==> src/rtl/uart_pkg.sv <==
// uart_pkg: shared FSM state type, parity encodings and oversampling factor for the UART transmitter.
package uart_pkg;
  typedef enum logic [2:0] {IDLE, START, DATA, PARITY, STOP} state_t;
  localparam logic [1:0] PAR_NONE = 2'b00;
  localparam logic [1:0] PAR_EVEN = 2'b01;
  localparam logic [1:0] PAR_ODD = 2'b10;
  localparam logic [1:0] PAR_NONE2 = 2'b11;
  localparam int OVS = 16;
endpackage

==> src/rtl/uart_fifo.sv <==
// uart_fifo: 2^FIFO_W deep TX FIFO; writes while full are dropped even if a pop happens that cycle.
module uart_fifo #(
  parameter int DBIT = 8,
  parameter int FIFO_W = 2
) (
  input logic clk,
  input logic reset,
  input logic wr,
  input logic rd,
  input logic [DBIT-1:0] w_data,
  output logic [DBIT-1:0] r_data,
  output logic full,
  output logic empty,
  output logic [FIFO_W:0] level
);
  localparam logic [FIFO_W:0] DEPTH = (FIFO_W+1)'(2**FIFO_W);
  logic [DBIT-1:0] mem [2**FIFO_W];
  logic [FIFO_W-1:0] wp, rp;
  logic wr_ok, rd_ok;
  assign full = level == DEPTH;
  assign empty = level == '0;
  assign wr_ok = wr && !full;
  assign rd_ok = rd && !empty;
  assign r_data = mem[rp];
  always_ff @(posedge clk)
    if (wr_ok) mem[wp] <= w_data;
  always_ff @(posedge clk or negedge reset)
    if (!reset) begin
      wp <= '0;
      rp <= '0;
      level <= '0;
    end else begin
      if (wr_ok) wp <= wp + 1'b1;
      if (rd_ok) rp <= rp + 1'b1;
      level <= level + (FIFO_W+1)'(wr_ok) - (FIFO_W+1)'(rd_ok);
    end
endmodule

==> src/rtl/uart_tx_ctrl.sv <==
// uart_tx_ctrl: FIFO-buffered UART transmitter with runtime baud divisor and 1/2 stop bits.
// Define UART_TX_PARITY_EN to build the optional even/odd parity bit.
module uart_tx_ctrl #(
  parameter int DBIT = 8,
  parameter int FIFO_W = 2,
  parameter int DVSR_BIT = 11
) (
  input logic clk,
  input logic reset,
  input logic [DVSR_BIT-1:0] dvsr,
  input logic [1:0] parity_mode,
  input logic stop2,
  input logic wr_uart,
  input logic [DBIT-1:0] w_data,
  output logic tx_full,
  output logic tx_empty,
  output logic [FIFO_W:0] tx_level,
  output logic tx_busy,
  output logic tx
);
  import uart_pkg::*;
  localparam int NW = $clog2(DBIT);
  state_t state, state_n;
  logic [DVSR_BIT-1:0] cnt, dv_q;
  logic s_tick, load, stop2_q, stop2_n, tx_q, tx_n;
  logic [4:0] s, s_n, s_last;
  logic [NW-1:0] n, n_n;
  logic [DBIT-1:0] b, b_n, r_data;
`ifdef UART_TX_PARITY_EN
  logic pen_q, pen_n, par_q, par_n;
`else
  logic unused_par;
  assign unused_par = ^parity_mode;
`endif
  uart_fifo #(.DBIT(DBIT), .FIFO_W(FIFO_W)) u_fifo (
    .clk(clk),
    .reset(reset),
    .wr(wr_uart),
    .rd(load),
    .w_data(w_data),
    .r_data(r_data),
    .full(tx_full),
    .empty(tx_empty),
    .level(tx_level)
  );
  // divisor is sampled only at wrap so a live change never truncates a tick period
  assign s_tick = cnt == dv_q;
  always_ff @(posedge clk or negedge reset)
    if (!reset) begin
      cnt <= '0;
      dv_q <= '0;
    end else if (s_tick) begin
      cnt <= '0;
      dv_q <= dvsr;
    end else begin
      cnt <= cnt + 1'b1;
    end
  assign s_last = (state == STOP && stop2_q) ? 5'(2*OVS-1) : 5'(OVS-1);
  assign tx_busy = state != IDLE;
  assign tx = tx_q;
  always_comb begin
    state_n = state;
    s_n = s;
    n_n = n;
    b_n = b;
    stop2_n = stop2_q;
    load = 1'b0;
`ifdef UART_TX_PARITY_EN
    pen_n = pen_q;
    par_n = par_q;
`endif
    if (state == IDLE)
      load = !tx_empty;
    else if (s_tick && s != s_last)
      s_n = s + 1'b1;
    else if (s_tick) begin
      s_n = '0;
      if (state == START) begin
        state_n = DATA;
        n_n = '0;
      end else if (state == DATA) begin
        b_n = b >> 1;
        n_n = n + 1'b1;
        if (n == NW'(DBIT-1))
`ifdef UART_TX_PARITY_EN
          state_n = pen_q ? PARITY : STOP;
`else
          state_n = STOP;
`endif
      end else if (state == STOP) begin
        state_n = IDLE;
        load = !tx_empty;
      end else
        state_n = STOP;
    end
    // frame format is frozen at pop time
    if (load) begin
      state_n = START;
      s_n = '0;
      b_n = r_data;
      stop2_n = stop2;
`ifdef UART_TX_PARITY_EN
      pen_n = parity_mode == PAR_EVEN || parity_mode == PAR_ODD;
      par_n = ^r_data ^ (parity_mode == PAR_ODD);
`endif
    end
    // line level is derived from the next state so tx stays aligned with tx_busy
    tx_n = state_n == START ? 1'b0 :
           state_n == DATA ? b_n[0] :
`ifdef UART_TX_PARITY_EN
           state_n == PARITY ? par_n :
`endif
           1'b1;
  end
  always_ff @(posedge clk or negedge reset)
    if (!reset) begin
      state <= IDLE;
      s <= '0;
      n <= '0;
      b <= '0;
      stop2_q <= 1'b0;
      tx_q <= 1'b1;
`ifdef UART_TX_PARITY_EN
      pen_q <= 1'b0;
      par_q <= 1'b0;
`endif
    end else begin
      state <= state_n;
      s <= s_n;
      n <= n_n;
      b <= b_n;
      stop2_q <= stop2_n;
      tx_q <= tx_n;
`ifdef UART_TX_PARITY_EN
      pen_q <= pen_n;
      par_q <= par_n;
`endif
    end
endmodule

==> config.mk <==
export PLATFORM = sky130hd
export DESIGN_NAME = uart_tx_ctrl
export DESIGN_NICKNAME = d
export VERILOG_FILES = /design/src/rtl/uart_pkg.sv /design/src/rtl/uart_fifo.sv /design/src/rtl/uart_tx_ctrl.sv
export SDC_FILE = /design/constraint.sdc
export NUM_CORES = 1
export LEC_CHECK = 0
export CORE_MARGIN = 5
export CORE_UTILIZATION = 50
export CTS_CLUSTER_DIAMETER = 40
export DETAILED_ROUTE_END_ITERATION = 8
export PLACE_DENSITY_LB_ADDON = 0.1
export REMOVE_ABC_BUFFERS = 1
export SLEW_MARGIN = 20
export SYNTH_ARGS = -nofsm -noshare
export SYNTH_HDL_FRONTEND = slang
export SYNTH_SLANG_ARGS = --single-unit
==> constraint.sdc <==
create_clock -name clk -period 3.05 [get_ports clk]
set_input_delay 0.305 -clock clk [delete_from_list [all_inputs] [get_ports clk]]
set_output_delay 0.305 -clock clk [all_outputs]
set_load 0.01 [all_outputs]
==> impl_results.md, run 1 <==
* Setup Skew at 11.3 ps
* Initial Util at 51.3%
* CTS tree: built
* Final Setup Violations at 0
* Status: complete, no violations
* Residual DRC at 0
* Peak supply drop at 0.505 mV
* Slowest Stage Delay on Critical Path at 490 ps
* Fin nets at 352
* CP endpoint kind: register
* Vias at 2155
* Most used cell, CP: inv_1
* Seq/Total Area, Yosys at 59.5%
* Yosys cell types at 49
* Compound-Gate Fraction of Synth Area at 6.16%
* Initial antenna violation count at 0
* Ys Warns at 0
* Total CTS buffers at 9
* Reg clk slew, reported paths at 90 ps
* Pin count of the biggest net entering global routing at 32
* Setup WS pre-CTS at 337 ps
* Number of core rows at 31
* Fmax at 0.367 GHz
* Final Critical Period at 2730 ps
* DR iter-0 viols at 108
* CP required at 3330 ps
* Worst-margin pin slew at 588 ps
* Number of vias per cell at 5.13
* Gr ovfl total at 0
* Ant diodes at 0
* Post-CTS Hold Buffers at 1
* Synth Area in Adders at 3.90%
* Die width at 96.2 µm
* Number of synthesized flops with an enable pin at 32
* Die H at 96.2 µm
* # Post-CTS Setup Buffers at 0
* Largest family of logic cells by synthesized area: multiplexers
* RSZ-0062 raised after global routing: false
* Input/output buffers at 29
* H-tree levels at 3
* Routed wl met2 at 2780 µm
* Post-Syn Instances at 277
* Fin Setup TNS at 0 ps
* XOR/XNOR Fraction of Synth Area at 6.13%
* Area of the mapped netlist at 3720 µm²
* Main synth FF type: dfrtp_1
* Period utilisation layout at 89.4%
* CP max stage cell: dfrtp_1
* Ratio of cells with drive above 1 in the final layout at 17.8%
* Crit start category: register
* Critical path, cell by cell: nor4bb_1, xor2_1, nor3_1, a21oi_2, inv_1, ha_1, inv_1, ha_1, inv_1, fa_1, xnor2_1, xnor2_1
* Fin. Hold Viols at 0
* GP Congestion at 0.791
* Clock Tree Root: clkbuf_8
* Die Area at 9260 µm²
* Leakage at 1.72 nW
* Clk_lat worst skew at 350 ps
* Final Worst Setup Slack at 322 ps
* Mux cell area share after synthesis at 11.1%
* Metal-1 WL at 3230 µm
* Uppermost routed layer: met4
* Max-Cap Viols at 0
* Setup Crit Path Kind: reg -> reg
* DP HPWL at 4390 µm
* Power Density at 741 nW/µm²
* Arr. time, crit path at 3010 ps
* Remaining antenna violation count at 0
* Yosys reg bits at 82
* Crit Path Max Fanout at 10
* Routed wire per std cell at 15.1 µm
* Fin. max-slew vios at 0
* Cts repair resizes at 0
* DR WL met3 at 209 µm
* Simple-gate share of the synthesized area at 10.4%
* Drt first pass iters at 4
* Syn Area/Cell at 13.4 µm²
* Max-slew headroom at 60.8%
* Drt total wl at 6320 µm
* CTS sink count at 82
* Asr flop ratio synth at 61.0%
* Total core area at 7250 µm²
* Layout overhead on the synthesized area at 17.3%
* Max Root-Sink Buffers at 2
* I/O pin cnt at 32
* Total routing usage reported by global routing at 15.8%
* Vias in the first global route at 2215
* HP Class: in -> async
* First-pass GRT wire length at 10800 µm
[worst max-delay path: cells and delay by family, from the launching register on]
kind                       cells  cell delay, ps
adders and majority gates      3             750
xor gates and xnor gates       3             620
DFF                            1             490
and+or+nand+nor                2             420
AOI/OAI and AO/OA              1             200
buffers and inverters          3             170
[worst paths after layout]
path / slack [ps] / cells past startpoint / start / endpoint
setup reg to reg: 320 / 12 / state[2] / u_fifo.level[2]
hold / removal: 460 / 2 / reset / dv_q[2]
setup / recovery: 320 / 12 / state[2] / u_fifo.level[2]
min in group clk: 520 / 1 / s[3] / s[3]
max in group asynchronous: 1830 / 3 / reset / u_fifo.wp[0]
hold reg to reg: 520 / 1 / s[3] / s[3]
[synthesized netlist by cell type, types with 6 or more instances]
cell type,count,area (µm²)
a21oi_1,9,45.0
dfrtp_1,49,1230
edfxtp_1,32,961
ha_1,10,125
inv_1,13,48.8
mux2_2,14,158
mux2i_1,6,60.1
mux4_2,8,180
nand2_1,11,41.3
nand3_1,6,30.0
nor2_1,25,93.8
o21ai_0,11,55.1
xnor2_1,20,175
xor2_1,6,52.6
[report_power, final]
part / internal [mW] / switching (mW) / total (mW) / leakage, nW
clock network: 0.394 / 0.427 / 0.821 / 0.0999
logic: 0.442 / 0.349 / 0.790 / 0.707
registers: 1.40 / 0.217 / 1.62 / 0.908
total: 2.24 / 0.993 / 3.23 / 1.72
[placed cells by master, fill, tap and decap left out, types with 2 or more instances in the layout]
| cell type | n |
|---|---|
| dfrtp_1 | 49 |
| edfxtp_1 | 32 |
| clkdlybuf4s50_1 | 28 |
| nor2_1 | 25 |
| xnor2_1 | 20 |
| mux2_2 | 14 |
| inv_1 | 13 |
| nand2_1 | 11 |
| o21ai_0 | 11 |
| ha_1 | 10 |
| clkbuf_8 | 9 |
| mux4_2 | 8 |
| a21oi_1 | 8 |
| buf_4 | 8 |
| xor2_1 | 6 |
| nand3_1 | 6 |
| mux2i_1 | 6 |
| and2_1 | 5 |
| nor3_1 | 4 |
| o31ai_1 | 3 |
| nor4bb_1 | 2 |
| nand4_1 | 2 |
| a41oi_1 | 2 |
| nand2b_1 | 2 |
| nor2b_1 | 2 |
| a22oi_1 | 2 |
| o2bb2ai_1 | 2 |
| clkinvlp_4 | 2 |
| inv_8 | 2 |
[logic make-up (layout without fill, tap and decap cells)]
family	after synthesis	count (layout)
AO/OA/AOI/OAI	35	35
multiplexers	29	29
AND/OR/NAND/NOR	71	71
flip-flops	82	82
adder cells (fa/ha/maj)	11	11
XOR/XNOR	26	26
buffers and inverters	23	67
[layout make-up]
| class | count | area, µm² |
|---|---|---|
| clock buffers | 9 | 124 |
| clock inverters | 7 | 85.1 |
| fillers | 617 | 2890 |
| inverters | 13 | 48.8 |
| multi-input cells | 172 | 1410 |
| flip-flops and latches | 82 | 2210 |
| well taps | 99 | 124 |
| repair buffers | 38 | 355 |
[flip-flops by register name, indices dropped and copies added (netlist names)]
register	flops
u_fifo.mem	32
cnt	11
dv_q	11
b	8
s	5
n	3
state	3
u_fifo.level	3
u_fifo.rp	2
u_fifo.wp	2
stop2_q	1
tx	1
[routing by layer]
layer  track usage (%)  vias to the layer above
li1                  -                     1071
met1              23.3                     1046
met2              21.6                       30
met3              4.38                        8
met4              7.11                        0
met5                 0                        -
[per-stage QoR]
step                util, %  power [mW]  hold slack (ps)  instance area (µm²)  std cells
global route           60.1        3.45              516                 4360        420
floorplan                 -        2.14             9.41                 3660        267
detailed placement     57.1        2.46              327                 4140        403
global placement       57.1        2.43              340                 4140        403
CTS                    60.1        3.29              464                 4360        420
finish                 60.1        3.23              463                 4360        420
No activity file was read; power rests on OpenSTA's default activity.
==> run 2: changes to the inputs <==
CORE_UTILIZATION = 26   (was 50)
==> run 2 against run 1 <==
  * Non-clock buffer count increased by 1
  * Critical path type unchanged
  * Critical endpoint unchanged
  * Power grew 6.3%
  * Clock skew decreased by 3.9 ps
  * Routed wire length rose by 11%
  * Highest routed layer unchanged
==> impl_results.md, run 2 (synthesized netlist as in run 1, its figures left out) <==
* Ant diodes at 0 (unchanged)
* DP HPWL at 4890 µm (+11%)
* Layout overhead on the synthesized area at 22.3%
* Remaining antenna violation count at 0 (unchanged)
* Commonest non-fill, non-tap cell in the layout: dfrtp_1
* Total CTS buffers at 9 (unchanged)
* Worst-margin pin slew at 593 ps (+5.25 ps)
* Final Setup Violations at 0 (unchanged)
* Fin Setup TNS at 0 ps (unchanged)
* Fin. Hold Viols at 0 (unchanged)
* Fmax at 0.375 GHz (+2.2%)
* Leakage at 1.75 nW (+2.0%)
* Critical path, cell by cell: nor4bb_1, xor2_1, nor3_1, a21oi_2, inv_1, ha_1, inv_1, ha_1, inv_1, fa_1, xnor2_1, xnor2_1
* Fin nets at 353 (+0.28%)
* Pin count of the biggest net entering global routing at 37 (+16%)
* Ratio of cells with drive above 1 in the final layout at 18.0% (+0.26 points)
* FF-to-FF setup slack at 380 ps (+60 ps)
* Post-CTS Hold Buffers at 1 (unchanged)
* Max-slew headroom at 60.4% (-0.35 points)
* Clock Tree Root: clkbuf_16
* Initial antenna violation count at 0 (unchanged)
* GR peak layer: met2
* Setup Crit Path Kind: reg -> reg
* Setup Skew at 7.42 ps (-3.91 ps)
* CTS tree: built
* DR iter-0 viols at 82 (-24%)
* Biggest regs: u_fifo.mem: 32 flops, cnt: 11 flops, dv_q: 11 flops
* Largest Register: u_fifo.mem
* First-pass GRT wire length at 12100 µm (+12%)
* Largest register FFs at 32 (unchanged)
* H-tree levels at 3 (unchanged)
* CTS sink count at 82 (unchanged)
* Max-Cap Viols at 0 (unchanged)
* Routed wire per std cell at 14.0 µm (-7.4%)
* Total routing usage reported by global routing at 9.53% (-6.3 points)
* Clk_lat worst skew at 350 ps (about the same)
* I/O pin cnt at 32 (unchanged)
* # Post-CTS Setup Buffers at 0 (unchanged)
* Crit Path Max Fanout at 4 (-6)
* Final Cell Area at 4550 µm² (+4.3%)
* CP required at 3320 ps (about the same)
* Die width at 130 µm (+35%)
* Die H at 130 µm (+35%)
* Critical R2R Capture: u_fifo.level[2]
* Power Density at 756 nW/µm² (+2.0%)
* Die Area at 16800 µm² (+81%)
* Drt total wl at 7000 µm (+11%)
* Most frequent cells in the layout: dfrtp_1, edfxtp_1, clkdlybuf4s50_1, nor2_1, xnor2_1
* RSZ-0062 raised after global routing: false
* Arr. time, crit path at 2940 ps (-70 ps)
* Vias at 2205 (+2.3%)
* Total core area at 13900 µm² (+92%)
* GP Congestion at 0.667 (-16%)
* Met3 Use GR at 3.67% (-0.71 points)
* Cts repair resizes at 0 (unchanged)
* Slowest Stage Delay on Critical Path at 370 ps (-120 ps)
* CP endpoint kind: register
* Number of core rows at 43 (+39%)
* Vias in the first global route at 2403 (+8.5%)
* Most used cell, CP: inv_1
* Peak supply drop at 0.312 mV (-38%)
* Period utilisation layout at 87.5% (-1.9 points)
* Residual DRC at 0 (unchanged)
* Drt first pass iters at 4 (unchanged)
* Final Critical Period at 2670 ps (-58.9 ps)
* Reg2reg start: state[1]
* Crit start category: register
* Grt met2 use at 14.8% (-6.7 points)
* Grt met1 use at 11.4% (-12 points)
* Max Root-Sink Buffers at 2 (unchanged)
* Status: complete, no violations
* Gr ovfl total at 0 (unchanged)
* Input/output buffers at 29 (unchanged)
* Initial Util at 26.7% (-25 points)
* Number of vias per cell at 4.39 (-14%)
* HP Class: in -> async
* Cells on worst reg2reg path at 12 (unchanged)
* Placed cell area at 4250 µm² (+2.6%)
* Reg clk slew, reported paths at 60 ps (-30 ps)
* CP max stage cell: dfrtp_1
* Fin. max-slew vios at 0 (unchanged)
[run 2: cell types whose count changed in the layout (fill, tap and decap cells not counted)]
cell | previous run | this run
buf_4 | 8 | 9
clkinv_4 | 1 | 0
clkinvlp_4 | 2 | 4
clkbuf_16 | 0 | 9
bufinv_16 | 1 | 0
clkbuf_8 | 9 | 0
[run 2: layout make-up]
cell class | count | area [µm²]
Clock inverter | 7 | 61.3
Sequential cell | 82 | 2210
Inverter | 13 | 48.8
Fill cell | 1384 | 9390
Timing Repair Buffer | 39 | 363
Multi-Input combinational cell | 172 | 1410
Clock buffer | 9 | 225
Tap cell | 180 | 225
[run 2: routing by layer]
layer	wire (µm)	up-vias
met5	0	-
met4	189	0
met3	298	14
met2	3320	33
met1	3200	1086
li1	-	1072
[run 2: worst max path at each step]
stage	slack (ps)	from	end	depth (start not counted)
after floorplan	-940	cnt[2]	u_fifo.level[2]	12
after global placement	360	state[1]	u_fifo.level[2]	12
after detailed placement	340	state[1]	u_fifo.level[2]	12
after CTS	330	state[1]	u_fifo.level[2]	12
after global routing	130	state[1]	u_fifo.level[2]	12
final	380	state[1]	u_fifo.level[2]	12
[run 2: through the flow]
step           hold WS, ps  total power, mW  std cells  worst slack, ps  util [%]
2_1_floorplan         9.41             2.14        267             -941         -
3_3_place_gp           236             2.45        485              356      30.5
3_5_place_dp           239             2.46        485              345      30.5
4_1_cts                405             3.53        502              331      32.6
5_1_grt                432             3.69        502              135      32.6
6_report               397             3.44        502              381      32.6
[run 2: worst max-delay path: cells and delay by family (launching register included)]
family | cells | cell delay [ps]
adders and majority gates | 3 | 760
and+or+nand+nor | 2 | 470
buffers and inverters | 3 | 170
DFF | 1 | 370
xor gates and xnor gates | 3 | 630
AOI/OAI and AO/OA | 1 | 190
[run 2: report_power, final]
group	leakage, nW	switching, mW	internal (mW)
sequential	0.908	0.208	1.41
clock	0.128	0.473	0.565
combinational	0.713	0.345	0.441
==> run 3: changes to the inputs <==
CORE_MARGIN = 1   (was 5)
==> run 3 against run 2 <==
  * Global-route usage is 1.4 points higher
  * Clock power is 7% higher
  * Count of clock-buffer cells in the layout is 1 higher
  * Worst hold slack better by 110 ps
  * Final area is 0.36% higher
  * Core utilization is 0.12 points higher
  * Largest power group unchanged
==> impl_results.md, run 3 (synthesized netlist as in run 1, its figures left out) <==
* Status: complete, no violations
* Fin. Hold Viols at 0 (unchanged)
* DP HPWL at 4820 µm (-1.3%)
* I/O pin cnt at 32 (unchanged)
* CTS sink count at 82 (unchanged)
* RSZ-0062 raised after global routing: false
* Power Total at 3.52 mW (+2.4%)
* H-tree levels at 3 (unchanged)
* Largest register FFs at 32 (unchanged)
* First-pass GRT wire length at 12000 µm (-1.0%)
* Reg clk slew, reported paths at 60 ps (about the same)
* Pin count of the biggest net entering global routing at 32 (-14%)
* Final Worst Setup Slack at 378 ps (-3.68 ps)
* Crit Path Max Fanout at 4 (unchanged)
* Power Density at 772 nW/µm² (+2.1%)
* GP Congestion at 0.670 (+0.43%)
* Layout overhead on the synthesized area at 22.8%
* Final Critical Period at 2670 ps (+3.68 ps)
* Hold WS at 506 ps (+108 ps)
* Total routing usage reported by global routing at 10.9% (+1.4 points)
* CTS tree: built
* Clk_lat worst skew at 340 ps (about the same)
* Routed wire per std cell at 14.1 µm (+1.3%)
* Final core utilization at 32.7% (+0.12 points)
* Most frequent cells in the layout: dfrtp_1, edfxtp_1, clkdlybuf4s50_1, nor2_1, xnor2_1
* Fill cells at 1390 (+0.43%)
* Drt total wl at 7090 µm (+1.3%)
* Vias at 2206 (+0.045%)
* FF/Latch Area at 2210 µm² (unchanged)
* Input/output buffers at 29 (unchanged)
* Clock Tree Root: clkbuf_16
* Largest Register: u_fifo.mem
* Period utilisation layout at 87.6% (+0.12 points)
* Ratio of cells with drive above 1 in the final layout at 17.7% (-0.31 points)
* Fmax at 0.374 GHz (-0.14%)
* Area occupied by multi-input gates at 1410 µm² (unchanged)
* Setup Skew at 7.17 ps (-0.244 ps)
* Vias in the first global route at 2366 (-1.5%)
* Fin. max-slew vios at 0 (unchanged)
* Crit start category: register
* Number of vias per cell at 4.39 (about the same)
* Commonest non-fill, non-tap cell in the layout: dfrtp_1
* Number of core rows at 43 (unchanged)
* Ant diodes at 0 (unchanged)
* Arr. time, crit path at 2940 ps (about the same)
* Initial antenna violation count at 0 (unchanged)
* Final Setup Violations at 0 (unchanged)
* Fin nets at 353 (unchanged)
* Residual DRC at 0 (unchanged)
* Setup Crit Path Kind: reg -> reg
* Max Root-Sink Buffers at 2 (unchanged)
* CP endpoint kind: register
* Die H at 122 µm (-6.2%)
* # Post-CTS Setup Buffers at 0 (unchanged)
* HP Class: reg -> reg
* Max-Cap Viols at 0 (unchanged)
* Biggest regs: u_fifo.mem: 32 flops, cnt: 11 flops, dv_q: 11 flops
* DR iter-0 viols at 52 (-37%)
* CP required at 3320 ps (about the same)
* Total core area at 13900 µm² (unchanged)
* Leakage at 1.77 nW (+1.1%)
* Drt first pass iters at 4 (unchanged)
* Die Area at 14800 µm² (-12%)
* Setup WS pre-CTS at 346 ps (+0.711 ps)
* Remaining antenna violation count at 0 (unchanged)
* Peak supply drop at 0.298 mV (-4.4%)
* Initial Util at 26.7% (unchanged)
* Worst-margin pin slew at 643 ps (+49.8 ps)
* Total CTS buffers at 9 (unchanged)
* Gr ovfl total at 0 (unchanged)
* Die width at 122 µm (-6.2%)
* Max-slew headroom at 57.1% (-3.3 points)
## run 3: cell count changes in the layout (fill, tap and decap cells not counted), sizes merged
cell      change
clkbuf        +1
clkinvlp      -4
clkinv        +3
bufinv        +1
inv           -1
## run 3: through the flow
stage	TNS [ps]	cells	instance area, µm²
floorplan	-2750	267	3660
global placement	0	485	4250
detailed placement	0	485	4250
CTS	0	502	4560
global route	0	502	4560
finish	0	502	4560
## run 3: routing by layer
| metal | up-vias | wire, µm | GRT usage [%] | share of wire, % |
|---|---|---|---|---|
| met5 | - | 0 | 0 | 0 |
| met4 | 0 | 165 | 5.79 | 2.3 |
| met3 | 13 | 251 | 3.28 | 3.5 |
| met2 | 31 | 3160 | 16.7 | 44 |
| met1 | 1086 | 3520 | 14.0 | 50 |
| li1 | 1076 | - | - | - |
## run 3: what timing repair did
action,CTS,global route
hold endpoints to repair,11,0
resized for setup,0,0
hold buffers,1,0
endpoints found under the setup margin,0,0
## run 3: layout make-up
type,count,share of cell area (%)
Tap cell,180,4.94
Clock inverter,6,1.62
Clock buffer,10,5.02
Timing Repair Buffer,39,7.95
Inverter,13,1.07
Multi-Input combinational cell,172,30.9
Sequential cell,82,48.5
## run 3: report_power, final
part           leakage [nW]  internal, mW  switching, mW
combinational         0.713         0.442          0.353
clock                 0.148         0.645          0.465
sequential            0.908          1.41          0.211
total                  1.77          2.49           1.03
## run 3: path summary, 6_finish.rpt
path	startpoint	end	slack, ps	cells after the start
setup / recovery	state[1]	u_fifo.level[2]	380	12
hold / removal	stop2_q	stop2_q	510	1
setup reg to reg	state[1]	u_fifo.level[2]	380	12
hold reg to reg	stop2_q	stop2_q	510	1
max in group asynchronous	reset	tx	1710	3
min in group asynchronous	reset	dv_q[2]	520	2
## run 3: worst max-delay path, stage by stage (launching register included)
cell,delay [ps]
dfrtp_1,370
nor4bb_1,340
xor2_1,310
nor3_1,110
a21oi_2,210
inv_1,70
ha_1,260
inv_1,50
ha_1,120
inv_1,40
fa_1,370
xnor2_1,190
xnor2_1,130
